`config.mk`:
```
export PLATFORM = sky130hd
export DESIGN_NAME = align_shifter
export DESIGN_NICKNAME = d
export VERILOG_FILES = /design/src/rtl/align_pkg.sv /design/src/rtl/sticky_shift_step.sv /design/src/rtl/align_shifter.sv
export SDC_FILE = /design/constraint.sdc
export NUM_CORES = 1
export LEC_CHECK = 0
export BUFFER_PORTS_ARGS = -buffer_cell sky130_fd_sc_hd__buf_2
export CAP_MARGIN = 40
export CORE_ASPECT_RATIO = 0.6
export CORE_MARGIN = 3
export CORE_UTILIZATION = 49
export CTS_CLUSTER_SIZE = 25
export DETAILED_ROUTE_END_ITERATION = 12
export PLACE_DENSITY = 0.79
export RECOVER_POWER = 100
export SLEW_MARGIN = 20
export SYNTH_ARGS = -nofsm -noshare
export SYNTH_HDL_FRONTEND = slang
export SYNTH_SLANG_ARGS = --single-unit
```
`constraint.sdc`:
```
create_clock -name clk -period 2.7 [get_ports clk]
set_input_delay 0.135 -clock clk [delete_from_list [all_inputs] [get_ports clk]]
set_output_delay 0.135 -clock clk [all_outputs]
set_load 0.02 [all_outputs]
```
`src/rtl/align_pkg.sv`:
```
// Shared types and helpers for the fp32 mantissa alignment shifter.
package align_pkg;

    typedef enum logic [1:0] {
        ST_IDLE  = 2'd0,
        ST_SHIFT = 2'd1,
        ST_DONE  = 2'd2
    } align_state_e;

    // Working register layout: {hidden, mantissa, guard, round, sticky}
    localparam int unsigned GRS_W      = 3;
    localparam int unsigned GUARD_IDX  = 2;
    localparam int unsigned ROUND_IDX  = 1;
    localparam int unsigned STICKY_IDX = 0;

    function automatic int unsigned work_width(input int unsigned mant_w);
        return mant_w + GRS_W + 1;
    endfunction

    function automatic int unsigned min_step(input int unsigned rem, input int unsigned step);
        return (rem < step) ? rem : step;
    endfunction

endpackage

```
`src/rtl/sticky_shift_step.sv`:
```
// Combinational right shift by k (0..STEP); every bit shifted out is OR-collapsed into bit 0.
module sticky_shift_step #(
    parameter int unsigned W    = 27,
    parameter int unsigned STEP = 4,
    parameter int unsigned KW   = $clog2(STEP + 1)
) (
    input  logic [W-1:0]  work_in,
    input  logic [KW-1:0] k,
    output logic [W-1:0]  work_out
);

    logic [W-1:0] prefix_or;
    logic [W-1:0] prefix_sel;

    // prefix_or[b] = |work_in[b:0]
    always_comb begin
        logic acc;
        acc = 1'b0;
        prefix_or = '0;
        for (int unsigned b = 0; b < W; b++) begin
            acc = acc | work_in[b];
            prefix_or[b] = acc;
        end
    end

    always_comb begin
        work_out   = work_in;
        prefix_sel = prefix_or;
        for (int unsigned j = 0; (j <= STEP) && (j < W); j++) begin
            if (k == KW'(j)) begin
                work_out    = work_in >> j;
                prefix_sel  = prefix_or >> j;
                work_out[0] = prefix_sel[0];
            end
        end
    end

endmodule

```
`src/rtl/align_shifter.sv`:
```
// Mantissa alignment shifter with guard/round/sticky tracking and start/done handshake.
// Optional macro ALIGN_SAT_BYPASS_EN: shift amounts >= W complete in one step.
module align_shifter
    import align_pkg::*;
#(
    parameter int unsigned MANT_W  = 23,
    parameter int unsigned SHAMT_W = 8,
    parameter int unsigned STEP    = 4
) (
    input  logic               clk,
    input  logic               reset_n,
    input  logic               start,
    input  logic               hidden_in,
    input  logic [MANT_W-1:0]  mant_in,
    input  logic [SHAMT_W-1:0] shamt,
    output logic               busy,
    output logic               done,
    output logic [MANT_W:0]    mant_out,
    output logic               guard,
    output logic               round,
    output logic               sticky
);

    localparam int unsigned W  = work_width(MANT_W);
    localparam int unsigned KW = $clog2(STEP + 1);

    align_state_e       state_q, state_d;
    logic [W-1:0]       work_q, work_d;
    logic [SHAMT_W-1:0] rem_q, rem_d;
    logic [KW-1:0]      k_step;
    logic [W-1:0]       work_shifted;

    always_comb begin
        k_step = KW'(min_step(32'(rem_q), STEP));
    end

    sticky_shift_step #(
        .W    (W),
        .STEP (STEP),
        .KW   (KW)
    ) u_step (
        .work_in  (work_q),
        .k        (k_step),
        .work_out (work_shifted)
    );

    always_comb begin
        state_d = state_q;
        work_d  = work_q;
        rem_d   = rem_q;
        case (state_q)
            ST_IDLE: begin
                if (start) begin
                    work_d  = {hidden_in, mant_in, {GRS_W{1'b0}}};
                    rem_d   = shamt;
                    state_d = (shamt == '0) ? ST_DONE : ST_SHIFT;
`ifdef ALIGN_SAT_BYPASS_EN
                    // Everything would fall into sticky anyway; produce that result directly.
                    if (32'(shamt) >= W) begin
                        work_d             = '0;
                        work_d[STICKY_IDX] = |{hidden_in, mant_in};
                        rem_d              = '0;
                        state_d            = ST_DONE;
                    end
`endif
                end
            end
            ST_SHIFT: begin
                work_d = work_shifted;
                rem_d  = rem_q - SHAMT_W'(k_step);
                if (rem_d == '0) begin
                    state_d = ST_DONE;
                end
            end
            ST_DONE: begin
                state_d = ST_IDLE;
            end
            default: begin
                state_d = ST_IDLE;
            end
        endcase
    end

    always_ff @(posedge clk or negedge reset_n) begin
        if (!reset_n) begin
            state_q <= ST_IDLE;
            work_q  <= '0;
            rem_q   <= '0;
        end else begin
            state_q <= state_d;
            work_q  <= work_d;
            rem_q   <= rem_d;
        end
    end

    assign busy     = (state_q != ST_IDLE);
    assign done     = (state_q == ST_DONE);
    assign mant_out = work_q[W-1:GRS_W];
    assign guard    = work_q[GUARD_IDX];
    assign round    = work_q[ROUND_IDX];
    assign sticky   = work_q[STICKY_IDX];

endmodule

```
# Word level (Yosys, flattened, before mapping)
# Cells that the tools add are included.
[word_totals]
register_bits = 37
output_inout_bits = 29
[classes]
addsub = 1
magnitude_cmp = 1
n_eq_ne = 9
mux = 13
bitwise_logic = 4
reduce_logical = 8
[ops]
columns = ["op", "count"]
rows = [
  ["$mux W27", 5],
  ["$pmux W27 S2", 1],
  ["$logic_not A8 Y1", 2],
  ["$pmux W8 S2", 1],
  ["$lt A8 B3 Y1 const B", 1],
  ["$mux W8", 1],
  ["$sub A8 B3 Y8", 1],
  ["$eq A3 B2 Y1 const B", 2],
  ["$mux W2", 3],
  ["$ne A5 B1 Y1 const B", 1],
  ["$ne A2 B2 Y1 const B", 2],
  ["$or A1 B1 Y1", 4],
  ["$pmux W2 S2", 1],
  ["$reduce_and A2 Y1", 2],
  ["$reduce_bool A2 Y1", 2],
  ["$eq A3 B1 Y1 const B", 1],
  ["$eq A3 B3 Y1 const B", 1],
  ["$mux W3", 1],
  ["$reduce_and A3 Y1", 1],
  ["$eq A2 B1 Y1 const B", 1],
  ["$eq A2 B2 Y1 const B", 1],
  ["$logic_not A2 Y1", 1],
]

# Logic depth before layout (Yosys ltp)
[logic_depth]
ltp_word = 8
depth_mapped = 11

# Cells and area by module
# Synthesis repeated with hierarchy kept, for this count alone.
[hier_totals]
hier_cells = 355
hier_area_um2 = 2987.9
[by_module_without_submodules]
columns = ["mod", "instances", "cells_per_inst", "area_per_inst_um2", "seq_area_each_um2"]
rows = [
  ["align_shifter", 1, 203, 1965.6, 925.9],
  ["sticky_shift_step", 1, 152, 1022.2, 0.0],
]

# Least setup slack after synthesis
# Ideal clock, no wire load.
[synth_path]
kind = "flip-flop to flip-flop"
startpoint = "register rem_q[5]"
endpoint = "register state_q[1]"
setup_ns = 0.084
arrival_ns = 2.482
slack_ns = 0.134
stages_incl_launch_ff = 11
path_buffers = 2
cell_sequence = "dfrtp_1 -> buf_6 -> nor4_1 -> nand2_1 -> clkbuf_1 -> nand2_1 -> ha_1 -> a2111oi_0 -> and3_1 -> nand3_1 -> a21boi_0"
[synth_between]
elab_chain_cells = 6
[synth_rtl]
columns = ["element", "line", "text"]
rows = [
  ["from (decl)", "align_shifter.sv:29", "logic [SHAMT_W-1:0] rem_q, rem_d;"],
  ["from (signal assigned)", "align_shifter.sv:92", "rem_q <= rem_d;"],
  ["$lt A8 B3 Y1", "align_pkg.sv:21", "return (rem < step) ? rem : step;"],
  ["$mux W3", "align_pkg.sv:21", ""],
  ["$sub A8 B3 Y8 *", "align_shifter.sv:70", "rem_d = rem_q - SHAMT_W'(k_step);"],
  ["$logic_not A8 Y1 *", "align_shifter.sv:71", "if (rem_d == '0) begin"],
  ["$ne A2 B2 Y1 (no line) *", "n/a", ""],
  ["$reduce_and A2 Y1 (no line) *", "n/a", ""],
  ["to (signal assigned)", "align_shifter.sv:90", "state_q <= state_d;"],
  ["to (decl)", "align_shifter.sv:27", "align_state_e state_q, state_d;"],
]
# Mark *: on every way between the ends. The rest lies on a longest branch, timed or not.
# A chain may end at the register's enable or synchronous reset.

# Worst setup path after layout
[layout_path]
startpoint = "register rem_q[4]"
endpoint = "register work_q[8]"
[layout_between]
elab_chain_cells = 7
[layout_rtl]
columns = ["element", "line", "text"]
rows = [
  ["$lt A8 B3 Y1 *", "align_pkg.sv:21", ""],
  ["$mux W3 *", "align_pkg.sv:21", ""],
  ["$eq A3 B2 Y1", "sticky_shift_step.sv:30", "if (k == KW'(j)) begin"],
  ["$mux W27 (3 in series)", "sticky_shift_step.sv:30", ""],
  ["$pmux W27 S2", "align_shifter.sv:51", "case (state_q)"],
  ["to (signal assigned)", "align_shifter.sv:91", "work_q <= work_d;"],
  ["to (decl)", "align_shifter.sv:28", "logic [W-1:0] work_q, work_d;"],
]
# Marked as above.

==> flow_metrics.py <==
metrics = {
    "outcome": {
        "outcome": "complete, but fails checks",
        "violations": "capacitance limit, slew limit",
    },
    "global_route": {
        "grt_max_degree": 52,
        "antenna_found_initial": 0,
        "grt_pass1_vias": 2428,
        "overflow": 0,
        "grt_pass1_wl_um": 12480,
        "globalRouteTotalUtil_pct": 24.12,
    },
    "detailed_routing": {
        "dr.pass1.iters": 5,
        "viasPerCell": 6.326,
        "ant_nets": 0,
        "totalWireLength_um": 7592,
        "wl_per_cell_um": 17.45,
        "drc": 0,
        "num_vias": 2752,
        "drt_iter0_drc": 284,
    },
    "floorplan": {
        "rows": 19,
        "dieWidth_um": 100.6,
        "die_y_um": 62.78,
        "fp.dieArea_mm2": 0.006317,
        "core_area_mm2": 0.004873,
        "io_pins": 64,
        "start_util_pct": 54.02,
    },
    "timing": {
        "rsz0062_at_grt": "false",
        "hold_viol_final": 0,
        "skew_ps": 8.212,
        "worstMarginPinSlew_ps": 1560,
        "fin_crit_ps": 2479,
        "slew_headroom_pct": -3.975,
        "fin_crit_sh_pct": 91.82,
        "holdWs_ps": 80.07,
        "setup_tns_ps": 0,
        "fmax_mhz": 403.4,
        "finalSetupViolCount": 0,
        "maxSlewViolCount": 28,
    },
    "yosys": {
        "synth.distinct_cells": 41,
        "avgSynthCellArea_um2": 8.227,
        "async_flop_share_pct": 100.0,
        "synth_edf_count": 0,
        "seq_area_frac_synth_pct": 35.17,
        "synth_fp_nets": 356,
        "syn_inst": 320,
        "yosysWarnings": 0,
        "synth_area_mm2": 0.002633,
        "netlist_top_cells_area": "dfrtp_1, a211oi_1, mux2i_1",
        "ys_ff_latch": 37,
        "synth_top_area_share_pct": 35.17,
        "synth_ff_type": "dfrtp_1",
        "synth_top_area_cell": "dfrtp_1",
    },
    "finish": {
        "antenna_cells": 0,
        "syn2layout_area_growth_pct": 14.35,
        "fin_cells": 435,
        "fin_util_pct": 61.77,
        "fin_nets": 407,
        "drive_above_1_share_pct": 14.25,
    },
    "pwr": {
        "p_sw_share_pct": 50.08,
        "p_int_mw": 1.585,
        "p_leak_nw": 1.192,
        "power_density_mw_per_mm2": 1054,
        "ir_worst_vdd_mv": 0.4664,
        "p_sw_mw": 1.589,
        "p_seq_share_pct": 32.8,
        "p_clk_share_pct": 12.2,
        "comb_power_share_pct": 55.0,
    },
    "clock_tree": {
        "tritoncts": "built",
        "cts-buffers-inserted": 5,
        "cts.htree.levels": 2,
        "cts-root-buf": "clkbuf_8",
        "clk_path_buf_depth": 2,
        "cts_sinks": 37,
        "clkTransAtPathRegs_ps": 70,
        "worst_skew_pair.late_latency_ps": 290,
    },
    "placement": {
        "portBuffers": 63,
        "hpwlAfterDp_um": 5301,
        "placed_cells": 426,
        "place_congestion": 1.003,
    },
    "critical_path": {
        "crit_path_end_kind": "flip-flop",
        "crit_type": "flip-flop to flip-flop",
        "cp.required_ps": 2890,
        "cp_max_fo": 49,
        "critical_path.startpoint_type": "flip-flop",
        "cp.arrival_ps": 2670,
    },
    "min_path": {
        "hp-class": "input pin to flip-flop",
    },
    "flow_run": {
        "max_cap_viol_count": 1,
    },
}
## power groups by stage
stage	logic, mW	clock network (mW)	registers, mW
3_5_place_dp	1.78	0	1.04
2_1_floorplan	1.36	0	0.991
3_3_place_gp	1.72	0	1.02
4_1_cts	1.79	0.391	1.02
6_report	1.75	0.387	1.04
5_1_grt	1.93	0.420	1.07
## flip-flops by register name (all words and copies together), names as in the netlist
| name | count |
|---|---|
| work_q | 27 |
| state_q | 2 |
| rem_q | 8 |
## Yosys cell counts (2+ instances only)
library cell	n
inv_1	3
buf_1	2
nor2_1	51
dfrtp_1	37
o31ai_1	20
o22a_1	3
clkbuf_1	17
buf_6	3
a2111oi_0	3
xor2_1	2
o21ai_0	14
a211oi_1	43
o22ai_1	6
a21oi_1	14
a31oi_1	2
mux2i_1	23
nor2b_1	6
nand3_1	4
nand2_1	35
buf_2	7
nor4_1	3
nor3_1	3
## per-layer routing
layer  vias up  routed length [um]  GRT usage [%]
met1      1300                3619          38.87
met2       146                3207          31.64
li1       1297                   -              -
met4         0                  66          4.034
met5         -                   0              0
met3         9                 698          6.577
## final cells by class
type                       instances  area, um^2
fill                             462        1863
tap                               63       78.83
timing repair buffer              73       361.6
clock inverter                     2       10.01
inverter                           4       15.01
clock buffer                       6       72.57
sequential                        37       925.9
multi-input combinational        250        1546
## cells by family (layout without fill, tap and decap cells)
group                    count (synthesis)  in the layout  share of synthesized area, %
flip-flops                              37             37                         35.17
XOR/XNOR                                 2              2                        0.6655
AND/OR/NAND/NOR                        105            105                         16.64
multiplexers                            23             23                         8.745
other                                    1              1                        0.1424
buffers and inverters                   33             85                         5.893
adder cells (fa/ha/maj)                  1              1                        0.4752
AO/OA/AOI/OAI                          118            118                         32.27
## worst max-delay path, stage by stage, from the launching register on
cell and delay (ps):
dfrtp_1 510, or4_1 610, o41ai_2 430, a21boi_0 390, buf_12 270, nand2_1 80, o31ai_1 80
## cell usage in the layout (no fill, tap or decap), drive strengths merged
master / Yosys / layout
nor2: 51 / 51
a211oi: 43 / 43
buf: 12 / 40
clkbuf: 17 / 38
dfrtp: 37 / 37
nand2: 35 / 35
mux2i: 23 / 23
o31ai: 20 / 20
o21ai: 15 / 15
a21oi: 14 / 14
o22ai: 6 / 6
nor2b: 6 / 6
nand3: 4 / 4
inv: 3 / 3
a2111oi: 3 / 3
nor3: 3 / 3
o22a: 3 / 3
nor4: 3 / 3
clkinv: 1 / 3
a21boi: 2 / 2
xor2: 2 / 2
a31oi: 2 / 2
o41ai: 2 / 2
or2: 1 / 1
or4: 1 / 1
o21a: 1 / 1
a311o: 1 / 1
and3: 1 / 1
a32o: 1 / 1
o31a: 1 / 1
a41o: 1 / 1
a221o: 1 / 1
a32oi: 1 / 1
a2bb2oi: 1 / 1
ha: 1 / 1
conb: 1 / 1
dlygate4sd3: 0 / 1
## what timing repair did
| action | 4_1_cts | 5_1_grt |
|---|---|---|
| gates resized for setup | 0 | 2 |
| buffers inserted | 0 | 0 |
| hold buffers | 1 | 0 |
| endpoints found under the setup margin | 0 | 1 |
| hold endpoints to repair | 10 | 0 |
## worst paths after layout
kind | slack (ps) | endpoint | cells after the start | from
worst max-delay path | 220 | work_q[8]$_DFFE_PN0P_ | 6 | rem_q[4]$_DFFE_PN0P_
worst min-delay path | 80 | rem_q[3]$_DFFE_PN0P_ | 3 | shamt[3]
worst max register to register | 220 | work_q[8]$_DFFE_PN0P_ | 6 | rem_q[4]$_DFFE_PN0P_
worst min register to register | 540 | work_q[0]$_DFFE_PN0P_ | 2 | work_q[0]$_DFFE_PN0P_
max in group asynchronous | 440 | work_q[6]$_DFFE_PN0P_ | 3 | reset_n
min in group asynchronous | 400 | rem_q[4]$_DFFE_PN0P_ | 2 | reset_n
## metrics by stage
step | worst slack, ps | total power [mW] | cell area [um^2]
floorplan | 134.4 | 2.346 | 2633
global placement | 371.9 | 2.741 | 2969
detailed placement | 238.1 | 2.820 | 2989
CTS | 220.8 | 3.209 | 3082
global route | 70.28 | 3.417 | 3010
finish | 220.9 | 3.174 | 3010
(Power assumes the default switching activity.)
